==> config.mk <==
export PLATFORM = sky130hd
export DESIGN_NAME = wb_port_arbiter
export DESIGN_NICKNAME = d
export VERILOG_FILES = /design/src/rtl/regfile_pkg.sv /design/src/rtl/rr_arbiter.sv /design/src/rtl/wb_port_arbiter.sv
export SDC_FILE = /design/constraint.sdc
export NUM_CORES = 1
export LEC_CHECK = 0
export CORE_UTILIZATION = 40
export DETAILED_ROUTE_END_ITERATION = 16
export PLACE_DENSITY = 0.8
export SYNTH_ARGS = -nofsm -noshare
export SYNTH_HDL_FRONTEND = slang
export SYNTH_HIERARCHICAL = 1
export SYNTH_SLANG_ARGS = --single-unit
==> constraint.sdc <==
create_clock -name clk -period 3.8 [get_ports clk]
set_input_delay 0.38 -clock clk [delete_from_list [all_inputs] [get_ports clk]]
set_output_delay 0.38 -clock clk [all_outputs]
set_load 0.02 [all_outputs]
==> src/rtl/regfile_pkg.sv <==
// Shared register-file constants and writeback source encoding used by the
// writeback port arbiter and its clients.
package regfile_pkg;

  localparam int XLEN       = 32;
  localparam int REG_ADDR_W = 5;
  localparam int NUM_REGS   = 32;
  localparam int N_WB_SRC   = 3;

  typedef enum logic [1:0] {
    WB_ALU = 2'd0,
    WB_MEM = 2'd1,
    WB_MDU = 2'd2
  } wb_src_e;

endpackage

==> src/rtl/rr_arbiter.sv <==
// Round-robin arbiter: one-hot grant to the first requester at or after ptr,
// pointer moves past the granted requester whenever the grant is taken.
module rr_arbiter
  import regfile_pkg::*;
#(
  parameter int N = N_WB_SRC,
  localparam int PTR_W = (N > 1) ? $clog2(N) : 1
) (
  input  logic             clk,
  input  logic             reset,
  input  logic [N-1:0]     req,
  input  logic             advance,
  output logic [N-1:0]     gnt,
  output logic [PTR_W-1:0] ptr
);

  logic [PTR_W-1:0] gnt_idx;
  logic             found;
  int               scan;

  always_comb begin
    gnt     = '0;
    gnt_idx = ptr;
    found   = 1'b0;
    scan    = 0;
    for (int k = 0; k < N; k++) begin
      scan = int'(ptr) + k;
      if (scan >= N) scan = scan - N;
      if (!found && req[scan]) begin
        gnt[scan] = 1'b1;
        gnt_idx   = PTR_W'(scan);
        found     = 1'b1;
      end
    end
  end

  always_ff @(posedge clk) begin
    if (reset) begin
      ptr <= '0;
    end else if (advance) begin
      ptr <= (gnt_idx == PTR_W'(N - 1)) ? '0 : gnt_idx + 1'b1;
    end
  end

endmodule

==> src/rtl/wb_port_arbiter.sv <==
// Arbitrates the writeback sources onto the single register-file write port
// and tracks which registers still have a write in flight.
module wb_port_arbiter #(
  parameter int N_SRC    = regfile_pkg::N_WB_SRC,
  parameter int ADDR_W   = regfile_pkg::REG_ADDR_W,
  parameter int DATA_W   = regfile_pkg::XLEN,
  parameter int NUM_REGS = regfile_pkg::NUM_REGS
) (
  input  logic                       clk,
  input  logic                       reset,
  input  logic [N_SRC-1:0]           src_valid,
  output logic [N_SRC-1:0]           src_ready,
  input  logic [N_SRC*ADDR_W-1:0]    src_addr,
  input  logic [N_SRC*DATA_W-1:0]    src_data,
  input  logic                       issue_en,
  input  logic [ADDR_W-1:0]          issue_rd,
  output logic [ADDR_W-1:0]          wr_addr,
  output logic [DATA_W-1:0]          wr_data,
  output logic                       write_en,
  output logic [NUM_REGS-1:0]        pending
);

  localparam int PTR_W = (N_SRC > 1) ? $clog2(N_SRC) : 1;

  logic [N_SRC-1:0]    gnt;
  logic [PTR_W-1:0]    ptr;
  logic                vld_p0;
  logic [ADDR_W-1:0]   sel_addr_p0;
  logic [DATA_W-1:0]   sel_data_p0;
  logic                vld_p1;
  logic [ADDR_W-1:0]   wr_addr_p1;
  logic [DATA_W-1:0]   wr_data_p1;
  logic [NUM_REGS-1:0] pending_p2;
  logic [NUM_REGS-1:0] pending_nxt;

  rr_arbiter #(.N(N_SRC)) u_arb (
    .clk     (clk),
    .reset   (reset),
    .req     (src_valid),
    .advance (vld_p0),
    .gnt     (gnt),
    .ptr     (ptr)
  );

  // Stage p0: grant and source select; reset masks any acceptance.
  assign src_ready = reset ? '0 : gnt;
  assign vld_p0    = |(src_valid & src_ready);

  always_comb begin
    sel_addr_p0 = '0;
    sel_data_p0 = '0;
    for (int i = 0; i < N_SRC; i++) begin
      if (src_ready[i]) begin
        sel_addr_p0 = src_addr[i*ADDR_W +: ADDR_W];
        sel_data_p0 = src_data[i*DATA_W +: DATA_W];
      end
    end
  end

  // Stage p1: registered write port; x0 targets are accepted but never strobed.
  always_ff @(posedge clk) begin
    if (reset) begin
      vld_p1     <= 1'b0;
      wr_addr_p1 <= '0;
      wr_data_p1 <= '0;
    end else begin
      vld_p1 <= vld_p0 && (sel_addr_p0 != '0);
      if (vld_p0) begin
        wr_addr_p1 <= sel_addr_p0;
        wr_data_p1 <= sel_data_p0;
      end
    end
  end

  assign write_en = vld_p1;
  assign wr_addr  = wr_addr_p1;
  assign wr_data  = wr_data_p1;

  // Stage p2: scoreboard; a same-cycle issue to the committing register wins.
  always_comb begin
    pending_nxt = pending_p2;
    if (vld_p1) pending_nxt[wr_addr_p1] = 1'b0;
    if (issue_en && (issue_rd != '0)) pending_nxt[issue_rd] = 1'b1;
    pending_nxt[0] = 1'b0;
  end

  always_ff @(posedge clk) begin
    if (reset) pending_p2 <= '0;
    else       pending_p2 <= pending_nxt;
  end

  assign pending = pending_p2;

endmodule

* Word-level counts from Yosys, hierarchy flattened
Index checks and enable logic that the tools add are counted.
Storage, ports and cells: output and inout bits 73, word-level logic and storage cells 86, input bits 122, bits in registers 72
Operators by class: add/sub/neg operators 6, equal/unequal tests 1, muxes and demuxes 40, reduce and logical (&&, ||, !) cells 14, magnitude comparators 13, bitwise operators 6
Operators by type and width (count):
- 32-bit 2-to-1 mux | 8
- 32-bit by 1-bit >= comparator with 1-bit output (second input constant) | 3
- 32-bit by 4-bit less-than comparator with 1-bit output (second input constant) | 3
- 32-bit by 3-bit >= comparator with 1-bit output (second input constant) | 2
- 32-bit by 3-bit subtractor with 32-bit output (second input constant) | 2
- 32-bit bitwise AND | 1
- 32-bit NOT | 1
- 32-bit bitwise OR | 1
- 5-bit 2-to-1 mux | 3
- 1-bit 2-to-1 mux | 13
- 5-bit by 6-bit less-than comparator with 1-bit output (second input constant) | 2
- 3-bit 2-to-1 mux | 4
- 1-bit demux with 5-bit select | 2
- 5-bit by 1-bit >= comparator with 1-bit output (second input constant) | 2
- 5-bit nonzero test | 2
- 1-bit logical AND | 9
- 2-bit 2-to-1 mux | 4
- 1-bit binary-select mux with 2-bit select | 3
- 1-bit demux with 2-bit select | 3
- 3-bit bitwise OR | 2
- 2-bit by 1-bit adder with 3-bit output (second input constant) | 1
- 2-bit by 2-bit adder with 3-bit output (second input constant) | 1
- 3-bit bitwise AND | 1
- 3-bit OR reduction | 1
- 5 further kinds | 6

* Depth between registers and ports, before layout
Gate-level depths: netlist (run 1).
depth after elaboration 18, gate-level depth with buffers 16, gate-level depth less buffers 13

* By module
The synthesis (run 1) kept the hierarchy.
By module, submodules not included:
- wb_port_arbiter | seq. area each 1381.3 µm², times used 1, area each 3363.2 µm², cells an instance 422
- rr_arbiter | seq. area each 40.0 µm², times used 1, area each 471.7 µm², cells an instance 64

* Worst setup path after synthesis (run 1)
Ideal clock, no wire load.
path type register to register, from register u_arb.ptr[0], to register u_arb.ptr[1], path buffers 3, data required time 3.713 ns, cell stages (with the launch flop) 16, setup time 0.087 ns, setup slack 0.872 ns, arrival time 2.841 ns, clock period less this slack 2.928 ns, path through dfxtp_1 > inv_1 > ha_1 > buf_2 > nand3_1 > o22ai_2 > a22oi_1 > o21ai_1 > a222oi_1 > or2_1 > buf_2 > inv_2 > buf_2 > o311a_1 > o21ai_1 > o31ai_1
Between the ends: longest elaborated chain between the ends 15, elaborated cells between the ends (all ways) 55, those cells by class add/sub: 6; order compare: 9; eq/ne: 1; mux: 28; bitwise: 3; reduce/logical: 8
RTL lines:
- start, declared | RTL line rr_arbiter.sv:14 | output logic [PTR_W-1:0] ptr
- start signal, assigned | RTL line rr_arbiter.sv:41 | ptr <= (gnt_idx == PTR_W'(N - 1)) ? '0 : gnt_idx + 1'b1;
- branches (longest 11 deep; another with 32-bit by 3-bit subtractor with 32-bit output)
- 3-bit 2-to-1 mux (*) | RTL line rr_arbiter.sv:29 | if (!found && req[scan]) begin
- named net gnt[1] | RTL line wb_port_arbiter.sv:25 | logic [N_SRC-1:0] gnt;
- 3-bit 2-to-1 mux (*) | RTL line wb_port_arbiter.sv:46 | assign src_ready = reset ? '0 : gnt;
- 3-bit bitwise AND (*) | RTL line wb_port_arbiter.sv:47 | assign vld_p0 = |(src_valid & src_ready);
- 3-bit OR reduction (*) | RTL line wb_port_arbiter.sv:47
- named net vld_p0 | RTL line wb_port_arbiter.sv:27 | logic vld_p0;
Mark *: on every way through the listed nets, which the timed path passes. The select of a mux whose other input is x is not followed. A chain may end at the register's enable or synchronous reset.

* Worst setup path after layout (run 1)
from register u_arb.ptr[0], to output port src_ready[1]
Between the ends: longest elaborated chain between the ends 13, elaborated cells between the ends (all ways) 47, those cells by class add/sub: 5; order compare: 9; mux: 24; bitwise: 2; reduce/logical: 7
RTL lines:
- branches (longest 11 deep; another with 32-bit by 3-bit subtractor with 32-bit output)
- 3-bit 2-to-1 mux (*) | RTL line rr_arbiter.sv:29
- named net gnt[1] | RTL line wb_port_arbiter.sv:25
- 3-bit 2-to-1 mux (*) | RTL line wb_port_arbiter.sv:46
- end, declared | RTL line wb_port_arbiter.sv:12 | output logic [N_SRC-1:0] src_ready,
Marks and branches as above.

==> results of run 1 <==
-- worst max-delay path, delay by kind of cell, from the launching register on --
kind / cells / cell delay (ns)
AO/OA/AOI/OAI: 4 / 0.83
adder cells (fa/ha/maj): 1 / 0.44
buffers and inverters: 1 / 0.63
flip-flops: 1 / 0.43
AND/OR/NAND/NOR: 2 / 0.54
-- power breakdown --
part / internal (µW) / total (µW) / leakage (µW) / switching (µW)
clock network: 379 / 696 / 0.000112 / 318
logic: 385 / 795 / 0.00139 / 410
registers: 792 / 828 / 0.000575 / 35.6
total: 1560 / 2320 / 0.00208 / 763
-- layout make-up --
class | count | area (µm²)
fillers | 818 | 3240
multi-input cells | 353 | 2150
repair buffers | 202 | 1990
flip-flops and latches | 71 | 1420
well taps | 129 | 161
clock buffers | 9 | 124
clock inverters | 7 | 105
inverters | 22 | 82.6
-- metal layers --
| metal | up-vias | part of all wire [%] |
|---|---|---|
| met5 | - | 0 |
| met4 | 0 | 2.3 |
| met3 | 23 | 5.6 |
| met2 | 170 | 51 |
| met1 | 2058 | 41 |
| li1 | 2113 | - |
-- how the worst min path moves through the flow --
stage / start / cells past startpoint / slack (ns) / endpoint
finish: wr_data[4] / 2 / 0.45 / wr_data[4]
global route: wr_data[4] / 2 / 0.47 / wr_data[4]
CTS: wr_data[4] / 2 / 0.46 / wr_data[4]
detailed placement: wr_data[4] / 2 / 0.45 / wr_data[4]
global placement: wr_data[24] / 2 / 0.44 / wr_data[24]
floorplan: u_arb/ptr[1] / 2 / 0.48 / u_arb/ptr[1]
-- sequential cells by signal (all words and copies together), names as in the netlist --
signal     count
u_arb/ptr      2
wr_addr        5
pending       31
wr_data       32
write_en       1
-- logic make-up after synthesis --
| logic type | Yosys count |
|---|---|
| mux | 6 |
| other cells | 1 |
| buf+inv | 62 |
| flops | 71 |
| compound gates | 185 |
| simple gates | 157 |
| fa+ha+maj | 4 |
-- stage by stage --
step	setup WS [ns]	cell area, µm²	std cells	hold WS (ns)
after global placement	0.597	5810	777	0.439
after CTS	0.216	6040	793	0.457
after floorplan	0.872	3830	486	0.478
final	0.212	6040	793	0.451
after detailed placement	0.484	5810	777	0.445
after global routing	0.0328	6040	793	0.473
-- cells in the final DEF (no fill, tap or decap), types with 3 or more instances in the layout --
master | netlist | routed
nand2_1 | 74 | 74
a221oi_1 | 15 | 15
inv_1 | 20 | 20
dfxtp_1 | 71 | 71
nor3b_1 | 4 | 4
clkdlybuf4s50_1 | 0 | 192
clkbuf_8 | 0 | 9
buf_4 | 5 | 9
a22oi_1 | 3 | 3
nand3b_1 | 9 | 9
a21oi_1 | 71 | 70
mux2i_1 | 5 | 5
o21ai_1 | 5 | 5
and3b_1 | 4 | 4
nand3_1 | 25 | 25
ha_1 | 4 | 4
nand2b_1 | 21 | 21
nor2_1 | 5 | 5
a221o_1 | 22 | 22
a211o_1 | 15 | 15
nor2b_1 | 5 | 4
o21ai_0 | 38 | 38
o211ai_1 | 5 | 5
==> results.sh, run 1 <==
export IMPL_run_status="finished clean"
export IMPL_crit_fanout=13
export IMPL_finalCritPeriodShare_pct=94.4
export IMPL_antenna_cells=0
export IMPL_drtIter0Drc=223
export IMPL_synth_edff_count=0
export IMPL_min_path_type="reg2reg"
export IMPL_io_buffers=193
export IMPL_ys_types=45
export IMPL_core_mm2=0.00928
export IMPL_netlist_area_leader_share_pct=37.1
export IMPL_routedWlPerCell_um=16.4
export IMPL_cts_hold_buffers=0
export IMPL_cts_resized_gates=0
export IMPL_start_util_pct=41.3
export IMPL_netlist_top_cells_area="dfxtp_1, a21oi_1, nand2_1"
export IMPL_r2r_start="u_arb/ptr[0]"
export IMPL_drt_pre_antenna_iters=7
export IMPL_p_per_area_mw_per_mm2=384
export IMPL_crit_type="reg2out"
export IMPL_crit_end="src_ready[1]"
export IMPL_ir_drop_uv=254
export IMPL_grt_start_max_net_pins=41
export IMPL_synth_nets=612
export IMPL_async_reset_ff_share_pct=0
export IMPL_tightest_slew_ns=0.895
export IMPL_synth_xor_area_share_pct=0
export IMPL_synth_ff_type="dfxtp_1"
export IMPL_fin_util_pct=65.1
export IMPL_die_area_mm2=0.00998
export IMPL_synth_seq_cells=71
export IMPL_synth_top_family_by_area="compound AO/OA/AOI/OAI gates"
export IMPL_maxCapViolCount=0
export IMPL_postSynthAreaPerCell_um2=7.89
export IMPL_clkSinkCount=71
export IMPL_fin_setup_tns_ns=0
export IMPL_critical_path_arrival_ns=3.21
export IMPL_use_met1_pct=30.5
export IMPL_use_met2_pct=47.3
export IMPL_max_stage_delay_ns=0.63
export IMPL_layout_nets=785
export IMPL_total_power_uw=2320
export IMPL_grt_use_total_pct=26.0
export IMPL_root_buffer="clkbuf_8"
export IMPL_crit_chain="ha_1 > nor2b_2 > a32oi_2 > o22ai_2 > a22oi_1 > o21ai_1 > nor2b_2 > clkdlybuf4s50_1"
export IMPL_gp_congestion=0.976
export IMPL_vias=4364
export IMPL_synth_compound_area_share_pct=31.9
export IMPL_dp_hpwl_um=9850
export IMPL_clk_path_buf_depth=2
export IMPL_row_count=35
export IMPL_ant_nets=0
export IMPL_cts_buffers=9
export IMPL_synthToLayoutAreaGrowth_pct=57.6
export IMPL_synth_mux_area_fraction_pct=1.60
export IMPL_cp_slowest_cell="clkdlybuf4s50_1"
export IMPL_die_w_um=99.9
export IMPL_grt_ovfl_total=0
export IMPL_synthCells=486
export IMPL_antenna_found_initial=0
export IMPL_cp_data_required_time_ns=3.42
export IMPL_cp_end_kind="output port"
export IMPL_regToRegSetupSlack_ns=0.48
export IMPL_boundaryPins=195
export IMPL_cts_tree="yes"
export IMPL_grt_use_met3_pct=5.08
export IMPL_slew_viol_final=0
export IMPL_grt_pass1_vias=4184
export IMPL_htreeDepth=3
export IMPL_wl_um=13000
export IMPL_syn_area_mm2=0.00383
export IMPL_crit_top_cell="nor2b_2"
export IMPL_slew_headroom_pct=40.2
export IMPL_r2r_end="u_arb/ptr[0]"
export IMPL_synth_common_cells="nand2_1, a21oi_1, dfxtp_1, o21ai_0, nand3_1"
export IMPL_yosysWarnings=6
export IMPL_finalHoldViolations=0
export IMPL_grt_setup_unrepaired="false"
export IMPL_worst_r2r_path_depth=12
export IMPL_yosys_area_top_type="dfxtp_1"
export IMPL_yosysMostFrequentCell="nand2_1"
export IMPL_startpoint_type="register"
export IMPL_grt_pass1_wl_um=20500
export IMPL_drive_gt1_share_pct=5.87
export IMPL_cellLeakagePower_uw=0.00208
export IMPL_synth_simple_gate_area_share_pct=20.9
export IMPL_postCtsSetupBuffers=0
export IMPL_yosysSeqAreaShare_pct=37.1
export IMPL_die_h_um=99.9
export IMPL_grt_busiest_layer="met2"
export IMPL_drc=0
export IMPL_avgViaCountPerCell=5.50
export IMPL_setup_viol=0
export IMPL_finClkSkew_ns=0.0145
export IMPL_insertion_delay_ns=0.35
export IMPL_post_route_min_period_ns=3.59
export IMPL_synth_fa_ha_area_share_pct=1.31
export IMPL_crit_start="u_arb/ptr[0]"
export IMPL_clock_fmax_ghz=0.279
export IMPL_clk_pin_slew_ns=0.08
No activity file was read; power rests on OpenSTA's default activity.
==> inputs of run 2 (changes only) <==
--- a/config.mk
+++ b/config.mk
@@ -7,6 +7,7 @@
 export LEC_CHECK = 0
 export CORE_UTILIZATION = 40
 export DETAILED_ROUTE_END_ITERATION = 16
+export GPL_TIMING_DRIVEN = 0
 export PLACE_DENSITY = 0.8
 export SYNTH_ARGS = -nofsm -noshare
 export SYNTH_HDL_FRONTEND = slang
==> run 2 against run 1 <==
Sequential cell count unchanged. Final area up 1.8%. Critical path depth up 1. Maximum frequency up 3.1%. Non-clock buffer count up 33. Register-to-register slack worse by 0.13 ns. Total power down 1.9%. Global-route usage up 2.6 points. Routed wire length up 11%. Via count up 7.1%. Cell count up 4.2%. Sequential share of layout area down 0.40 points. Largest cell class unchanged.
==> results.sh, run 2 (synthesis results as in run 1) <==
export IMPL_drt_pre_antenna_iters=5
export IMPL_cts_hold_buffers=0
export IMPL_vias=4675
export IMPL_grt_pass1_wl_um=22300
export IMPL_wl_um=14500
export IMPL_total_power_uw=2270
export IMPL_crit_type="reg2out"
export IMPL_layout_commonest_cell="clkdlybuf4s50_1"
export IMPL_setup_viol=0
export IMPL_drtIter0Drc=267
export IMPL_avgViaCountPerCell=5.66
export IMPL_maxCapViolCount=0
export IMPL_finalHoldViolations=0
export IMPL_clk_pin_slew_ns=0.09
export IMPL_setup_ws_ns=0.320
export IMPL_io_buffers=193
export IMPL_clkSinkCount=71
export IMPL_grt_start_max_net_pins=16
export IMPL_die_h_um=99.9
export IMPL_dp_hpwl_um=11100
export IMPL_crit_chain="inv_1 > ha_1 > buf_2 > nor2b_1 > o21ai_0 > a21oi_1 > nand2b_1 > inv_1 > clkdlybuf4s50_1"
export IMPL_ir_drop_uv=204
export IMPL_fin_setup_tns_ns=0
export IMPL_synthToLayoutAreaGrowth_pct=60.4
export IMPL_crit_top_cell="inv_1"
export IMPL_dp_slack_ns=0.0303
export IMPL_placed_area_mm2=0.00593
export IMPL_grt_ovfl_total=0
export IMPL_slew_headroom_pct=39.3
export IMPL_cp_end_kind="output port"
export IMPL_boundaryPins=195
export IMPL_fin_util_pct=66.3
export IMPL_gp_congestion=0.926
export IMPL_drc=0
export IMPL_startpoint_type="register"
export IMPL_regToRegSetupSlack_ns=0.35
export IMPL_cellLeakagePower_uw=0.00215
export IMPL_layout_nets=818
export IMPL_cts_buffers=9
export IMPL_finalCritPeriodShare_pct=91.6
export IMPL_cp_slowest_cell="clkdlybuf4s50_1"
export IMPL_critical_path_arrival_ns=3.10
export IMPL_clock_fmax_ghz=0.287
export IMPL_mostFrequentLayoutCells="clkdlybuf4s50_1, nand2_1, a21oi_1, dfxtp_1, o21ai_0"
export IMPL_tightest_slew_ns=0.909
export IMPL_cts_tree="yes"
export IMPL_row_count=35
export IMPL_drive_gt1_share_pct=7.03
export IMPL_run_status="finished clean"
export IMPL_grt_setup_unrepaired="false"
export IMPL_fin_area_mm2=0.00615
export IMPL_crit_fanout=10
export IMPL_root_buffer="clkbuf_8"
export IMPL_htreeDepth=3
export IMPL_clk_path_buf_depth=2
export IMPL_p_per_area_mw_per_mm2=370
export IMPL_slew_viol_final=0
export IMPL_finClkSkew_ns=0.00758
export IMPL_grt_use_total_pct=28.7
export IMPL_die_area_mm2=0.00998
export IMPL_ant_nets=0
export IMPL_insertion_delay_ns=0.35
export IMPL_post_route_min_period_ns=3.48
export IMPL_cp_data_required_time_ns=3.42
export IMPL_largest_register_ffs=32
export IMPL_start_util_pct=41.3
export IMPL_routedWlPerCell_um=17.6
export IMPL_antenna_cells=0
export IMPL_min_path_type="reg2reg"
export IMPL_grt_pass1_vias=4528
export IMPL_core_mm2=0.00928
export IMPL_antenna_found_initial=0
export IMPL_die_w_um=99.9
export IMPL_max_stage_delay_ns=0.66
run 2: cell count changes in the layout (fill, tap and decap cells not counted), sizes merged:
cell | previous run | this run
clkinv | 2 | 1
inv | 24 | 26
clkbuf | 9 | 31
buf | 10 | 20
bufinv | 2 | 0
dlymetal6s2s | 0 | 1
clkinvlp | 1 | 2
run 2: area by class of cell:
class                           count  area, µm²
Inverter                           22       82.6
Fill cell                         810       3130
Timing Repair Buffer              195       1950
Sequential cell                    71       1420
Buffer                             40        196
Tap cell                          129        161
Clock buffer                        9        124
Clock inverter                      7       63.8
Multi-Input combinational cell    353       2150
run 2: critical path: cells and delay by family (launching register included):
| kind | cells | cell delay, ns |
|---|---|---|
| compound gates | 2 | 0.45 |
| buf+inv | 4 | 1.22 |
| simple gates | 2 | 0.37 |
| flops | 1 | 0.41 |
| fa+ha+maj | 1 | 0.31 |
run 2: power by group:
group | total (µW) | switching (µW) | internal [µW]
Sequential | 825 | 32.3 | 793
Combinational | 862 | 452 | 409
Clock | 588 | 336 | 252
Total | 2270 | 821 | 1450
run 2: per-layer routing:
layer  global-route usage (%)  share of wire [%]  up-vias
met2                     50.1                 48      250
met3                     6.41                7.5       32
met1                     34.4                 42     2215
met5                        0                  0        -
met4                     10.5                2.3        0
li1                         -                  -     2178
run 2: worst paths after layout:
kind / depth (start not counted) / to / startpoint
setup / recovery: 9 / src_ready[2] / u_arb/ptr[0]
hold / removal: 2 / wr_data[31] / wr_data[31]
setup reg to reg: 16 / u_arb/ptr[1] / u_arb/ptr[0]
hold reg to reg: 2 / wr_data[31] / wr_data[31]
run 2: stage by stage:
step                hold slack (ns)  instances
global route                  0.474        826
global placement              0.439        808
CTS                           0.457        824
finish                        0.456        826
floorplan                     0.478        486
detailed placement            0.445        808
run 2: timing repair:
| action | CTS | global route |
|---|---|---|
| endpoints found under the setup margin | 1 | 1 |
| setup buffers | 0 | 2 |
| cloned | 0 | 0 |
| gates resized for setup | 4 | 2 |
| pin swaps | 0 | 1 |
